`src/rtl/std_fifo_ex_if.sv`:
```
// Stream-side bundle of the parametrised single-clock FIFO: producer/consumer controls,
// read data, occupancy and sticky error flags.
interface std_fifo_ex_if #(
    parameter int WIDTH = 8,
    parameter int DEPTH = 8
);
    localparam int CW = $clog2(DEPTH + 1);

    logic             i_clear;
    logic             i_push;
    logic [WIDTH-1:0] i_data;
    logic             i_pop;
    logic [WIDTH-1:0] o_data;
    logic             o_empty;
    logic             o_almost_empty;
    logic             o_almost_full;
    logic             o_full;
    logic [CW-1:0]    o_word_count;
    logic             o_overflow;
    logic             o_underflow;

    modport master (
        output i_clear, i_push, i_data, i_pop,
        input  o_data, o_empty, o_almost_empty, o_almost_full, o_full,
        input  o_word_count, o_overflow, o_underflow
    );

    modport slave (
        input  i_clear, i_push, i_data, i_pop,
        output o_data, o_empty, o_almost_empty, o_almost_full, o_full,
        output o_word_count, o_overflow, o_underflow
    );
endinterface

```
`src/rtl/std_fifo_ex.sv`:
```
// Single-clock FIFO with arbitrary depth, programmable almost-full/empty thresholds,
// FWFT or registered read, and sticky overflow/underflow flags.
module std_fifo_ex #(
    parameter int WIDTH        = 8,
    parameter int DEPTH        = 8,
    parameter int AF_THRESHOLD = DEPTH - 1,
    parameter int AE_THRESHOLD = 1,
    parameter bit FWFT         = 1'b1
) (
    input  logic          i_clk,
    input  logic          i_rst,
    std_fifo_ex_if.slave  bus
);
    localparam int CW = $clog2(DEPTH + 1);
    localparam int PW = $clog2(DEPTH);

    logic [WIDTH-1:0] r_mem [DEPTH];
    logic [PW-1:0]    r_wr_ptr;
    logic [PW-1:0]    r_rd_ptr;
    logic [CW-1:0]    r_count;
    logic             r_overflow;
    logic             r_underflow;

    logic w_empty;
    logic w_full;
    logic w_push_ok;
    logic w_pop_ok;
    logic w_wr_en;
    logic w_rd_en;

    // Pointers wrap explicitly at DEPTH-1 so any depth works, not just powers of two.
    function automatic logic [PW-1:0] f_inc(input logic [PW-1:0] p);
        return (p == PW'(DEPTH - 1)) ? '0 : p + PW'(1);
    endfunction

    assign w_empty   = (r_count == '0);
    assign w_full    = (r_count == CW'(DEPTH));
    assign w_push_ok = bus.i_push && !w_full;
    assign w_pop_ok  = bus.i_pop && !w_empty;
    assign w_wr_en   = w_push_ok && !bus.i_clear;
    assign w_rd_en   = w_pop_ok && !bus.i_clear;

    always_ff @(posedge i_clk) begin
        if (w_wr_en) begin
            r_mem[r_wr_ptr] <= bus.i_data;
        end
    end

    always_ff @(posedge i_clk or posedge i_rst) begin
        if (i_rst) begin
            r_wr_ptr    <= '0;
            r_rd_ptr    <= '0;
            r_count     <= '0;
            r_overflow  <= 1'b0;
            r_underflow <= 1'b0;
        end else if (bus.i_clear) begin
            r_wr_ptr    <= '0;
            r_rd_ptr    <= '0;
            r_count     <= '0;
            r_overflow  <= 1'b0;
            r_underflow <= 1'b0;
        end else begin
            if (w_wr_en) begin
                r_wr_ptr <= f_inc(r_wr_ptr);
            end
            if (w_rd_en) begin
                r_rd_ptr <= f_inc(r_rd_ptr);
            end
            if (w_wr_en && !w_rd_en) begin
                r_count <= r_count + CW'(1);
            end else if (w_rd_en && !w_wr_en) begin
                r_count <= r_count - CW'(1);
            end
            if (bus.i_push && w_full) begin
                r_overflow <= 1'b1;
            end
            if (bus.i_pop && w_empty) begin
                r_underflow <= 1'b1;
            end
        end
    end

    generate
        if (FWFT) begin : g_fwft
            assign bus.o_data = r_mem[r_rd_ptr];
        end else begin : g_reg
            logic [WIDTH-1:0] r_rdata;

            always_ff @(posedge i_clk or posedge i_rst) begin
                if (i_rst) begin
                    r_rdata <= '0;
                end else if (bus.i_clear) begin
                    r_rdata <= '0;
                end else if (w_rd_en) begin
                    r_rdata <= r_mem[r_rd_ptr];
                end
            end

            assign bus.o_data = r_rdata;
        end
    endgenerate

    assign bus.o_empty        = w_empty;
    assign bus.o_full         = w_full;
    assign bus.o_almost_empty = (r_count <= CW'(AE_THRESHOLD));
    assign bus.o_almost_full  = (r_count >= CW'(AF_THRESHOLD));
    assign bus.o_word_count   = r_count;
    assign bus.o_overflow     = r_overflow;
    assign bus.o_underflow    = r_underflow;
endmodule

```
`src/flat_wrapper.sv`:
```
// flat-port wrapper written by rule: the top's interface ports become plain ports
module std_fifo_ex_flat 
#(
    parameter int WIDTH        = 8,
    parameter int DEPTH        = 8,
    parameter int AF_THRESHOLD = DEPTH - 1,
    parameter int AE_THRESHOLD = 1,
    parameter bit FWFT         = 1'b1
)
  (i_clk, i_rst, bus_i_clear, bus_i_push, bus_i_data, bus_i_pop, bus_o_data, bus_o_empty, bus_o_almost_empty, bus_o_almost_full, bus_o_full, bus_o_word_count, bus_o_overflow, bus_o_underflow);
  std_fifo_ex_if #(.WIDTH(WIDTH), .DEPTH(DEPTH)) bus_i ();
  input  logic i_clk;
  input  logic i_rst;
  input wire logic [$bits(bus_i.i_clear)-1:0] bus_i_clear;
  input wire logic [$bits(bus_i.i_push)-1:0] bus_i_push;
  input wire logic [$bits(bus_i.i_data)-1:0] bus_i_data;
  input wire logic [$bits(bus_i.i_pop)-1:0] bus_i_pop;
  output wire logic [$bits(bus_i.o_data)-1:0] bus_o_data;
  output wire logic [$bits(bus_i.o_empty)-1:0] bus_o_empty;
  output wire logic [$bits(bus_i.o_almost_empty)-1:0] bus_o_almost_empty;
  output wire logic [$bits(bus_i.o_almost_full)-1:0] bus_o_almost_full;
  output wire logic [$bits(bus_i.o_full)-1:0] bus_o_full;
  output wire logic [$bits(bus_i.o_word_count)-1:0] bus_o_word_count;
  output wire logic [$bits(bus_i.o_overflow)-1:0] bus_o_overflow;
  output wire logic [$bits(bus_i.o_underflow)-1:0] bus_o_underflow;
  assign bus_i.i_clear = bus_i_clear;
  assign bus_i.i_push = bus_i_push;
  assign bus_i.i_data = bus_i_data;
  assign bus_i.i_pop = bus_i_pop;
  assign bus_o_data = bus_i.o_data;
  assign bus_o_empty = bus_i.o_empty;
  assign bus_o_almost_empty = bus_i.o_almost_empty;
  assign bus_o_almost_full = bus_i.o_almost_full;
  assign bus_o_full = bus_i.o_full;
  assign bus_o_word_count = bus_i.o_word_count;
  assign bus_o_overflow = bus_i.o_overflow;
  assign bus_o_underflow = bus_i.o_underflow;
  std_fifo_ex #(.WIDTH(WIDTH), .DEPTH(DEPTH), .AF_THRESHOLD(AF_THRESHOLD), .AE_THRESHOLD(AE_THRESHOLD), .FWFT(FWFT)) u_core (.i_clk(i_clk), .i_rst(i_rst), .bus(bus_i));
endmodule
```
`config.mk`:
```
export PLATFORM = sky130hd
export DESIGN_NAME = std_fifo_ex_flat
export DESIGN_NICKNAME = d
export VERILOG_FILES = /design/src/rtl/std_fifo_ex_if.sv /design/src/rtl/std_fifo_ex.sv /design/src/flat_wrapper.sv
export SDC_FILE = /design/constraint.sdc
export NUM_CORES = 1
export LEC_CHECK = 0
export ABC_CLOCK_PERIOD_IN_PS = 3900
export CAP_MARGIN = 10
export CORE_MARGIN = 3
export CORE_UTILIZATION = 55
export CTS_BUF_LIST = sky130_fd_sc_hd__clkbuf_4 sky130_fd_sc_hd__clkbuf_8
export CTS_CLUSTER_SIZE = 30
export DETAILED_ROUTE_END_ITERATION = 10
export PLACE_DENSITY_LB_ADDON = 0.2
export SYNTH_ARGS = -nofsm -noshare
export SYNTH_HDL_FRONTEND = slang
export SYNTH_SLANG_ARGS = --single-unit
```
`constraint.sdc`:
```
create_clock -name i_clk -period 3.9 [get_ports i_clk]
set_input_delay 0.78 -clock i_clk [delete_from_list [all_inputs] [get_ports i_clk]]
set_output_delay 0.78 -clock i_clk [all_outputs]
set_load 0.02 [all_outputs]
```
# [Word-level counts from Yosys, hierarchy flattened]
# Memory sizes are Yosys's and may differ from the RTL's.
# Index checks and enable logic that the tools add are counted.
# Widths: inputs -> output; s select.
[classes] n_mux=15 addsub=4 n_mul=0 div_mod_pow=0 reduce_logical=19 n_eq_ne=3 magnitude_cmp=2 n_bitwise=0 shifts=0
[ops] operator="$mux 3" n=6
[ops] operator="$mux 4" n=3
[ops] operator="$logic_and 1x1->1" n=8
[ops] operator="$reduce_bool 2->1" n=4
[ops] operator="$add 3x1->3 const B" n=2
[ops] operator="$eq 3x3->1 const B" n=2
[ops] operator="$mux 1" n=6
[ops] operator="$logic_not 1->1" n=5
[ops] operator="$add 4x1->4 const B" n=1
[ops] operator="$eq 4x4->1 const B" n=1
[ops] operator="$ge 4x3->1 const B" n=1
[ops] operator="$le 4x1->1 const B" n=1
[ops] operator="$logic_not 4->1" n=1
[ops] operator="$sub 4x1->4 const B" n=1
[ops] operator="$reduce_bool 3->1" n=1
[totals] mem_count=1 romBits=0 wordCells=49 mem_bits_rw=64 in_bits=13 ff_bits=12 latchBits=0
[memory_table] name="u_core.r_mem" depth=8 width=8 read_ports=1 rd_ports_with_merged_regs=0 write_ports=1 line="std_fifo_ex.sv:17" text="logic [WIDTH-1:0] r_mem [DEPTH];"

# [Logic depth before layout (Yosys ltp)]
# Gate-level depths: netlist of the first run.
[depth] depth_word=9 ltp_mapped=7

# [Worst setup path before layout of the first run]
# No wires, ideal clock.
[synth_timing] path_kind="reg-to-reg" start="register u_core.r_count[0], in the netlist u_core.bus.o_word_count[0]" end="memory u_core.r_mem[0][0] (enable)" path_stages_with_launch=8 path_buffers=1 t_arrival_ps=2399 path_slack_ps=1118 synth_period_minus_slack_ps=2782 setup_ps=383 path_cell_list="dfrtp_1 inv_1 ha_1 and3b_2 buf_2 nand2b_1 or3_1 nor3_1"
[synth_between] elab_chain_len=6
[synth_rtl] element="start, declared" line="std_fifo_ex.sv:20" text="logic [CW-1:0] r_count;"
[synth_rtl] element="start signal, assigned" line="std_fifo_ex.sv:70" text="r_count <= r_count + CW'(1);"
[synth_rtl] element="start signal, assigned" line="std_fifo_ex.sv:72" text="r_count <= r_count - CW'(1);"
[synth_rtl] element="$eq 4x4->1" line="std_fifo_ex.sv:37" text="assign w_full = (r_count == CW'(DEPTH));"
[synth_rtl] element="net bus_o_full" line="flat_wrapper.sv:22" text="output wire logic [$bits(bus_i.o_full)-1:0] bus_o_full;"
[synth_rtl] element="$logic_not 1->1" line="std_fifo_ex.sv:38" text="assign w_push_ok = bus.i_push && !w_full;"
[synth_rtl] element="$logic_and 1x1->1" line="std_fifo_ex.sv:38"
[synth_rtl] element="$logic_and 1x1->1" line="std_fifo_ex.sv:40" text="assign w_wr_en = w_push_ok && !bus.i_clear;"
[synth_rtl] element="$mux 1" line="std_fifo_ex.sv:44" text="if (w_wr_en) begin"
[synth_rtl] element="$mux 1 (implied by the code)" line="std_fifo_ex.sv:45" text="r_mem[r_wr_ptr] <= bus.i_data;"
[synth_rtl] element="end, declared" line="std_fifo_ex.sv:17"
# The timed path passes the listed nets, and every way through them passes these cells.

# [Worst setup path in the final report of the first run]
[layout_timing] start="register u_core.r_rd_ptr[0]" end="output bus_o_data[1]"
[layout_between] elab_chain_len=1
[layout_rtl] element="start, declared" line="std_fifo_ex.sv:19" text="logic [PW-1:0] r_rd_ptr;"
[layout_rtl] element="start signal, assigned" line="std_fifo_ex.sv:67" text="r_rd_ptr <= f_inc(r_rd_ptr);"
[layout_rtl] element="$mem_v2 8x8"
[layout_rtl] element="end, declared" line="flat_wrapper.sv:18" text="output wire logic [$bits(bus_i.o_data)-1:0] bus_o_data;"
# No other way between the ends.

==> results.yml, run 1 <==
synthesis:
  synth_top_area_share_pct: 59.24
  syn_area_per_cell_um2: 17.26
  synth_top_family_by_area: "multiplexers"
  synth_compound_area_share_pct: 4.011
  ys.flop_type: "edfxtp_1"
  synthCells: 188
  ys_seq_area_share_pct: 68.49
  ys_warn_count: 0
  syn_nets: 209
  synth.area.top_cells: "edfxtp_1 (59%), mux4_2 (11%), dfrtp_1 (9.3%)"
  syn_area_um2: 3244
  synthSimpleGateAreaFrac_pct: 7.405
  async_flop_share_pct: 15.79
  synth_adder_area_share_pct: 3.085
  synth_mux_area_share_pct: 14.65
  ys_ff_latch: 76
  yosysTopAreaCell: "edfxtp_1"
  synth-edff-count: 64
  synth_cell_types: 35
  synthXorXnorAreaFrac_pct: 0
timing:
  drv_slew: 0
  fin_tns_setup_ps: 0
  finClkSkew_ps: 5.770
  holdWs_ps: 543.3
  relSlewSlack_pct: 27.17
  final_hold_viol_count: 0
  rsz0062_at_grt: "false"
  period_minus_slack_ps: 3636
  setup_viol: 0
  worst_pin_slew_ps: 1092
  max_freq_mhz: 275.0
  min_period_over_period_pct: 93.24
final_layout:
  multi_input_area_um2: 945.9
  fillCellCount: 396
  layout_commonest_cell: "edfxtp_1"
  n_antenna_cell: 0
  syn_to_final_growth_pct: 17.66
  seq_area_um2: 2222
  final_cells: 303
  layout-drive-gt1-share_pct: 23.38
  final_cell_mix: "edfxtp_1 (64), clkdlybuf4s50_1 (30), mux4_2 (16), nor2_1 (12), dfrtp_1 (12)"
  nets: 248
floorplanning:
  io_pins: 31
  die_x_um: 82.81
  initial_core_util_pct: 57.85
  die_h_um: 82.81
  dieArea_um2: 6857
  rows: 27
  placeableCoreArea_um2: 5608
critical_path:
  rr_worst_depth: 7
  reg2reg_slack_ps: 1290
  critical_path_arrival_ps: 2860
  cp-start-kind: "flip-flop"
  crit_fanout: 19
  worstSetupPathType: "flip-flop to output port"
  r2r-end: "u_core.r_mem[6][3]$_DFFE_PP_"
  cp_data_required_time_ps: 3120
  r2r-start: "u_core.bus.o_word_count[0]$_DFFE_PP0P_"
  crit_path_end_kind: "output port"
detailed_routing:
  ant_nets: 0
  vias: 1798
  viasPerCell: 5.934
  totalWireLength_mm: 6.103
  wl_per_cell_um: 20.14
  drc: 0
  first_iter_violations: 146
  drtPass1Iterations: 4
clock_network:
  numCtsBuffers: 9
  postCtsResizedCells: 0
  cts_buffer_depth: 2
  cts_root_buf: "clkbuf_8"
  cts_tree: "yes"
  worstSkewPairLatency_ps: 340
  ctsHoldBuffers: 0
  postCtsSetupBuffers: 0
  cts.sinks: 76
  clk_pin_slew_worst_paths_ps: 70
  htreeDepth: 3
global_route:
  grt_pass1_vias: 1913
  grt.total_usage_pct: 19.46
  grt_max_degree: 20
  grt_overflow: 0
  grt_antenna_before_repair: 0
  grt_pass1_wl_mm: 9.984
placement:
  dp_hpwl_mm: 4.164
  place_inst: 288
  port-buffer-count: 30
  gp_congestion: 0.8509
outcome:
  outcome: "finished, final reports clean"
pwr:
  p_per_area_nw_per_um2: 579.2
  leakage_uw: 0.001319
  irDropWorstVdd_mv: 0.4201
flow_run:
  cap_violations: 0
hold_path:
  hp-class: "flip-flop to flip-flop"
  worstHoldStart: "u_core.bus.o_overflow$_DFFE_PP0P_"
  hold_depth: 2
  hold_end: "u_core.bus.o_overflow$_DFFE_PP0P_"
-- stage by stage --
stage | setup WS [ps] | cell area, µm² | utilization [%] | power, µW
floorplan | 1118 | 3244 | - | 1466
finish | 263.8 | 3817 | 68.07 | 2211
detailed placement | 549.7 | 3637 | 64.86 | 1680
CTS | 165.5 | 3817 | 68.07 | 2228
global route | 60.75 | 3817 | 68.07 | 2324
global placement | 594.0 | 3637 | 64.86 | 1650
-- kinds of logic (layout without fill, tap and decap cells) --
| kind of cell | after synthesis | count (layout) |
|---|---|---|
| adder cells (fa/ha/maj) | 8 | 8 |
| AND/OR/NAND/NOR | 45 | 45 |
| flip-flops | 76 | 76 |
| buffers and inverters | 15 | 58 |
| multiplexers | 26 | 26 |
| AO/OA/AOI/OAI | 18 | 18 |
-- state kept, by name (all words and copies together) (netlist names) --
register and flops:
u_core.r_wr_ptr 3, u_core.r_mem 64, u_core.r_rd_ptr 3, u_core.bus.o_underflow 1, u_core.bus.o_overflow 1, u_core.bus.o_word_count 4
-- per-layer routing --
metal  track usage [%]  wire length, µm
met2             32.22             3172
met4             8.321              127
met5                 0                0
met1             24.84             2504
met3             4.365              299
-- where the power goes --
group | leakage, µW | total [µW] | internal, µW | switching [µW]
Clock | 0.0000923 | 551 | 286 | 265
Combinational | 0.000486 | 639 | 346 | 293
Sequential | 0.000740 | 1020 | 923 | 97.4
Total | 0.00132 | 2210 | 1560 | 655
-- synth_stat cells, types with 2 or more instances --
cell	number
nand3_1	2
nand2_1	9
clkbuf_1	4
a31oi_1	2
edfxtp_1	64
dfrtp_1	12
nand2b_1	4
inv_1	5
buf_2	4
o21ai_0	2
nand3b_1	2
nor3_1	5
mux2_2	8
or3_1	3
a21oi_1	8
ha_1	8
mux4_2	16
nor2_1	12
buf_6	2
-- critical path: stages, from the launching register on --
cell	delay, ps
dfrtp_1	1070
mux4_2	620
mux2_2	280
clkdlybuf4s50_1	540
-- worst max-delay path by stage --
stage	startpoint	end	slack [ps]	cells past startpoint
floorplan	u_core.bus.o_word_count[0]$_DFFE_PP0P_	u_core.r_mem[0][0]$_DFFE_PP_	1120	7
global placement	u_core.r_rd_ptr[0]$_DFFE_PP0P_	bus_o_data[6]	590	3
detailed placement	u_core.r_rd_ptr[0]$_DFFE_PP0P_	bus_o_data[1]	550	3
CTS	u_core.r_rd_ptr[0]$_DFFE_PP0P_	bus_o_data[1]	170	3
global route	u_core.r_rd_ptr[0]$_DFFE_PP0P_	bus_o_data[1]	60	3
finish	u_core.r_rd_ptr[0]$_DFFE_PP0P_	bus_o_data[1]	260	3
-- final cells by class --
class | instances | area share (%)
Inverter | 5 | 0.4916
Tap cell | 72 | 2.360
Clock inverter | 6 | 1.475
Timing Repair Buffer | 38 | 9.440
Multi-Input combinational cell | 97 | 24.78
Clock buffer | 9 | 3.245
Sequential cell | 76 | 58.21
Note: power is estimated with default switching activity, not from simulation.
==> run 2: changes to the inputs <==
--- a/config.mk
+++ b/config.mk
@@ -12,7 +12,7 @@
 export CTS_BUF_LIST = sky130_fd_sc_hd__clkbuf_4 sky130_fd_sc_hd__clkbuf_8
 export CTS_CLUSTER_SIZE = 30
 export DETAILED_ROUTE_END_ITERATION = 10
-export PLACE_DENSITY_LB_ADDON = 0.2
+export PLACE_DENSITY = 0.81
 export SYNTH_ARGS = -nofsm -noshare
 export SYNTH_HDL_FRONTEND = slang
 export SYNTH_SLANG_ARGS = --single-unit
==> constraint.sdc (replaced) <==
create_clock -name i_clk -period 3.9 [get_ports i_clk]
set_input_delay 0.585 -clock i_clk [delete_from_list [all_inputs] [get_ports i_clk]]
set_output_delay 0.585 -clock i_clk [all_outputs]
set_load 0.02 [all_outputs]
==> run 2 against run 1 <==
Critical path depth unchanged. Die area unchanged. Clock skew up 6.7 ps. First-iteration DRC count up 6.2%. Via count up 0.28%. Final cell count down 0.33%. Worst hold slack worse by 29 ps. Non-clock buffer count down 2. Setup slack better by 210 ps. Largest power group unchanged.
==> results.yml, run 2 (same netlist as run 1, synthesis figures left out) <==
timing:
  fin_tns_setup_ps: 0
  max_freq_mhz: 291.6
  period_minus_slack_ps: 3429
  rsz0062_at_grt: "false"
  finClkSkew_ps: 12.49
  relSlewSlack_pct: 29.60
  min_period_over_period_pct: 87.92
  setup_viol: 0
  fin_ws_ps: 470.9
  worst_pin_slew_ps: 1056
  drv_slew: 0
  final_hold_viol_count: 0
final_layout:
  fillCellCount: 396
  final_cell_mix: "edfxtp_1 (64), clkdlybuf4s50_1 (30), mux4_2 (16), nor2_1 (12), dfrtp_1 (12)"
  layout-drive-gt1-share_pct: 23.48
  n_antenna_cell: 0
  largest_register_ffs: 64
  top_register: "u_core.r_mem"
  syn_to_final_growth_pct: 19.21
  nets: 246
  layout_commonest_cell: "edfxtp_1"
critical_path:
  critical_path_arrival_ps: 2840
  crit_path_end_kind: "output port"
  cp_cell_sequence: "mux4_2 -> mux2_2 -> clkdlybuf4s50_1"
  critical_path.top_delay_family: "flip-flops"
  max_stage_delay_ps: 1050
  critPathBufInv: 1
  cp-start-kind: "flip-flop"
  worstSetupPathType: "flip-flop to output port"
  crit_fanout: 19
  cp_data_required_time_ps: 3310
  slowest_stage: "dfrtp_1"
global_route:
  grt_antenna_before_repair: 0
  grt.total_usage_pct: 19.42
  grt_pass1_vias: 1828
  grt_max_degree: 20
  grt_overflow: 0
  grt_pass1_wl_mm: 9.942
clock_network:
  worstSkewPairLatency_ps: 340
  ctsHoldBuffers: 0
  numCtsBuffers: 9
  clk_pin_slew_worst_paths_ps: 80
  postCtsResizedCells: 0
  cts_root_buf: "clkbuf_8"
  postCtsSetupBuffers: 0
  cts.sinks: 76
  cts_tree: "yes"
  htreeDepth: 3
  cts_buffer_depth: 2
floorplanning:
  placeableCoreArea_um2: 5608
  rows: 27
  io_pins: 31
  initial_core_util_pct: 57.85
  die_h_um: 82.81
  die_x_um: 82.81
  dieArea_um2: 6857
outcome:
  outcome: "finished, final reports clean"
pwr:
  p_per_area_nw_per_um2: 613.5
  irDropWorstVdd_mv: 0.3564
  leakage_uw: 0.001331
placement:
  port-buffer-count: 30
  place_ws_ps: 770.7
  gp_congestion: 0.7548
  dp_hpwl_mm: 3.761
detailed_routing:
  drc: 0
  ant_nets: 0
  viasPerCell: 5.970
  totalWireLength_mm: 6.140
  first_iter_violations: 155
  vias: 1803
  drtPass1Iterations: 4
  wl_per_cell_um: 20.33
hold_path:
  hp-class: "flip-flop to flip-flop"
flow_run:
  cap_violations: 0
run 2: per-layer routing:
layer | share of wire, % | GRT usage [%]
met1 | 41 | 25.10
met2 | 52 | 31.41
met3 | 4.9 | 5.060
met4 | 2.1 | 8.172
met5 | 0 | 0
run 2: worst reg2reg max path, delay by kind of cell, from the launching register on:
kind / cells / cell delay, ps
flops: 1 / 470
buf+inv: 2 / 380
fa+ha+maj: 1 / 240
simple gates: 4 / 1340
run 2: cell type report:
cell class                 instances  area, µm²  area share (%)
clock inverter                     6      113.9           2.944
inverter                           5      18.77          0.4853
tap                               72      90.09           2.329
clock buffer                      10      131.4           3.397
sequential                        76       2222           57.46
multi-input combinational         97      945.9           24.46
timing repair buffer              36      345.3           8.929
run 2: final timing paths:
path	cells past startpoint	slack [ps]	start	to
worst max-delay path	3	470	u_core.r_rd_ptr[0]$_DFFE_PP0P_	bus_o_data[2]
worst min-delay path	2	510	u_core.bus.o_underflow$_DFFE_PP0P_	u_core.bus.o_underflow$_DFFE_PP0P_
worst max register to register	7	1170	u_core.bus.o_word_count[0]$_DFFE_PP0P_	u_core.r_mem[0][0]$_DFFE_PP_
worst min register to register	2	510	u_core.bus.o_underflow$_DFFE_PP0P_	u_core.bus.o_underflow$_DFFE_PP0P_
max in group asynchronous	2	3030	i_rst	u_core.r_rd_ptr[0]$_DFFE_PP0P_
min in group asynchronous	2	550	i_rst	u_core.r_wr_ptr[1]$_DFFE_PP0P_
run 2: where the power goes:
part / switching, µW / leakage, µW / total [µW] / internal [µW]
combinational: 281 / 0.000475 / 627 / 346
clock: 294 / 0.000116 / 728 / 433
sequential: 95.1 / 0.000740 / 1020 / 923
run 2: through the flow:
stage | cells | hold WS, ps | total power, µW | cell area [µm²] | util, %
5_1_grt | 302 | 563.4 | 2487 | 3867 | 68.96
6_report | 302 | 514.7 | 2373 | 3867 | 68.96
4_1_cts | 302 | 514.5 | 2392 | 3867 | 68.96
3_5_place_dp | 286 | 499.8 | 1666 | 3622 | 64.59
3_3_place_gp | 286 | 482.5 | 1655 | 3622 | 64.59
2_1_floorplan | 188 | 449.7 | 1466 | 3244 | -
==> run 3: changes to the inputs <==
--- a/config.mk
+++ b/config.mk
@@ -8,11 +8,12 @@
 export ABC_CLOCK_PERIOD_IN_PS = 3900
 export CAP_MARGIN = 10
 export CORE_MARGIN = 3
-export CORE_UTILIZATION = 55
+export CORE_UTILIZATION = 30
 export CTS_BUF_LIST = sky130_fd_sc_hd__clkbuf_4 sky130_fd_sc_hd__clkbuf_8
 export CTS_CLUSTER_SIZE = 30
 export DETAILED_ROUTE_END_ITERATION = 10
-export PLACE_DENSITY = 0.81
+export GPL_TIMING_DRIVEN = 0
+export PLACE_DENSITY = 0.51
 export SYNTH_ARGS = -nofsm -noshare
 export SYNTH_HDL_FRONTEND = slang
 export SYNTH_SLANG_ARGS = --single-unit
==> run 3 against run 2 <==
Fmax shrank 4.6%. Critical path depth is 2 higher. Routed wire length up 5.8%. Combinational power is 18% higher. Core utilization fell by 31 points. Largest cell class unchanged. Clock skew about the same. Clock-buffer cell count did not move. Setup slack got worse by 160 ps. Worst hold slack worse by 1.8 ps.
==> results.yml, run 3 (same netlist as run 1, synthesis figures left out) <==
detailed_routing:
  dr.max_layer_used: "met4"
  wl_per_cell_um: 17.61
  drc: 0
  viasPerCell: 4.797
  drtPass1Iterations: 5
  first_iter_violations: 109
  wl_met2_mm: 3.014
  ant_nets: 0
  met3WireLength_um: 295
  drt-met1-wl_mm: 3.060
  totalWireLength_mm: 6.499
  vias: 1770
timing:
  relSlewSlack_pct: 34.35
  drv_slew: 0
  period_minus_slack_ps: 3593
  final_hold_viol_count: 0
  setup_viol: 0
  worst_pin_slew_ps: 981.1
  fin_tns_setup_ps: 0
  rsz0062_at_grt: "false"
  max_freq_mhz: 278.3
  finClkSkew_ps: 12.07
  fin_ws_ps: 306.9
  min_period_over_period_pct: 92.13
clock_network:
  htreeDepth: 3
  postCtsResizedCells: 0
  cts.sinks: 76
  clk_pin_slew_worst_paths_ps: 80
  cts_tree: "yes"
  worstSkewPairLatency_ps: 350
  cts_root_buf: "clkbuf_8"
  cts_buffer_depth: 2
  postCtsSetupBuffers: 0
  numCtsBuffers: 9
  ctsHoldBuffers: 0
floorplanning:
  die_x_um: 110.0
  initial_core_util_pct: 31.15
  io_pins: 31
  die_h_um: 110.0
  rows: 37
  dieArea_um2: 12100
  placeableCoreArea_um2: 10420
placement:
  gp_congestion: 0.6930
  place_area_um2: 3715
  place_ws_ps: 647.3
  dp_hpwl_mm: 4.092
  port-buffer-count: 29
global_route:
  grt_antenna_before_repair: 0
  grt.total_usage_pct: 11.60
  grt_pass1_wl_mm: 9.970
  grt_pass1_vias: 1792
  grt_overflow: 0
  grt_max_degree: 14
flow_run:
  cap_violations: 0
final_layout:
  layout_commonest_cell: "edfxtp_1"
  final_cell_area_um2: 3910
  layout-drive-gt1-share_pct: 23.61
  final_cell_mix: "edfxtp_1 (64), clkdlybuf4s50_1 (29), mux4_2 (16), nor2_1 (12), dfrtp_1 (12)"
  seq_area_um2: 2222
  multi_input_area_um2: 955.9
  syn_to_final_growth_pct: 20.52
  n_antenna_cell: 0
  largest_register_ffs: 64
  nets: 249
  top_register: "u_core.r_mem"
  fillCellCount: 977
hold_path:
  hold_depth: 2
  worstHoldStart: "u_core.bus.o_underflow$_DFFE_PP0P_"
  hold_end: "u_core.bus.o_underflow$_DFFE_PP0P_"
  hp-class: "flip-flop to flip-flop"
critical_path:
  r2r-end: "u_core.r_mem[6][1]$_DFFE_PP_"
  critical_path_arrival_ps: 3010
  crit_path_end_kind: "output port"
  reg2reg_slack_ps: 950
  rr_worst_depth: 7
  cp-start-kind: "flip-flop"
  r2r-start: "u_core.bus.o_word_count[0]$_DFFE_PP0P_"
  cp_data_required_time_ps: 3310
  crit_fanout: 10
  worstSetupPathType: "flip-flop to output port"
outcome:
  outcome: "finished, final reports clean"
pwr:
  power_uw: 2298
  irDropWorstVdd_mv: 0.3004
  p_per_area_nw_per_um2: 587.8
  leakage_uw: 0.001322
## run 3: how the worst max path moves through the flow
stage                                   endpoint  cells past startpoint  slack, ps                              startpoint
finish                             bus_o_data[1]                      5        310          u_core.r_rd_ptr[1]$_DFFE_PP0P_
global route                       bus_o_data[7]                      5        170          u_core.r_rd_ptr[1]$_DFFE_PP0P_
CTS                                bus_o_data[7]                      5        250          u_core.r_rd_ptr[1]$_DFFE_PP0P_
detailed placement                 bus_o_data[7]                      5        650          u_core.r_rd_ptr[1]$_DFFE_PP0P_
global placement    u_core.r_mem[0][5]$_DFFE_PP_                      7        400  u_core.bus.o_word_count[0]$_DFFE_PP0P_
floorplan           u_core.r_mem[0][0]$_DFFE_PP_                      7       1120  u_core.bus.o_word_count[0]$_DFFE_PP0P_
## run 3: stage by stage
| stage | std cells | hold slack [ps] | util [%] |
|---|---|---|---|
| 6_report | 369 | 512.9 | 37.54 |
| 5_1_grt | 369 | 538.5 | 37.54 |
| 4_1_cts | 369 | 518.6 | 37.54 |
| 3_5_place_dp | 353 | 497.0 | 35.66 |
| 3_3_place_gp | 353 | 481.0 | 35.57 |
| 2_1_floorplan | 188 | 449.7 | - |
## run 3: cell type report
type / instances / area share [%]
well taps: 136 / 4.352
multi-input cells: 97 / 24.45
plain buffers: 10 / 1.472
clock buffers: 10 / 3.360
flip-flops and latches: 76 / 56.83
clock inverters: 6 / 1.632
repair buffers: 29 / 7.424
inverters: 5 / 0.4800
## run 3: routing by layer
layer,up-vias,global-route usage [%]
met4,0,5.343
met1,898,15.50
met2,46,17.94
met3,12,2.679
li1,814,-
met5,-,0
## run 3: power by group
part	leakage (µW)	internal, µW	switching, µW
logic	0.000484	374	366
clock network	0.0000977	303	291
registers	0.000740	924	41.0
total	0.00132	1600	697
## run 3: critical path: stages, from the launching register on
cell,delay [ps]
dfrtp_1,350
clkbuf_1,440
clkbuf_1,600
mux4_2,430
mux2_2,300
clkdlybuf4s50_1,540
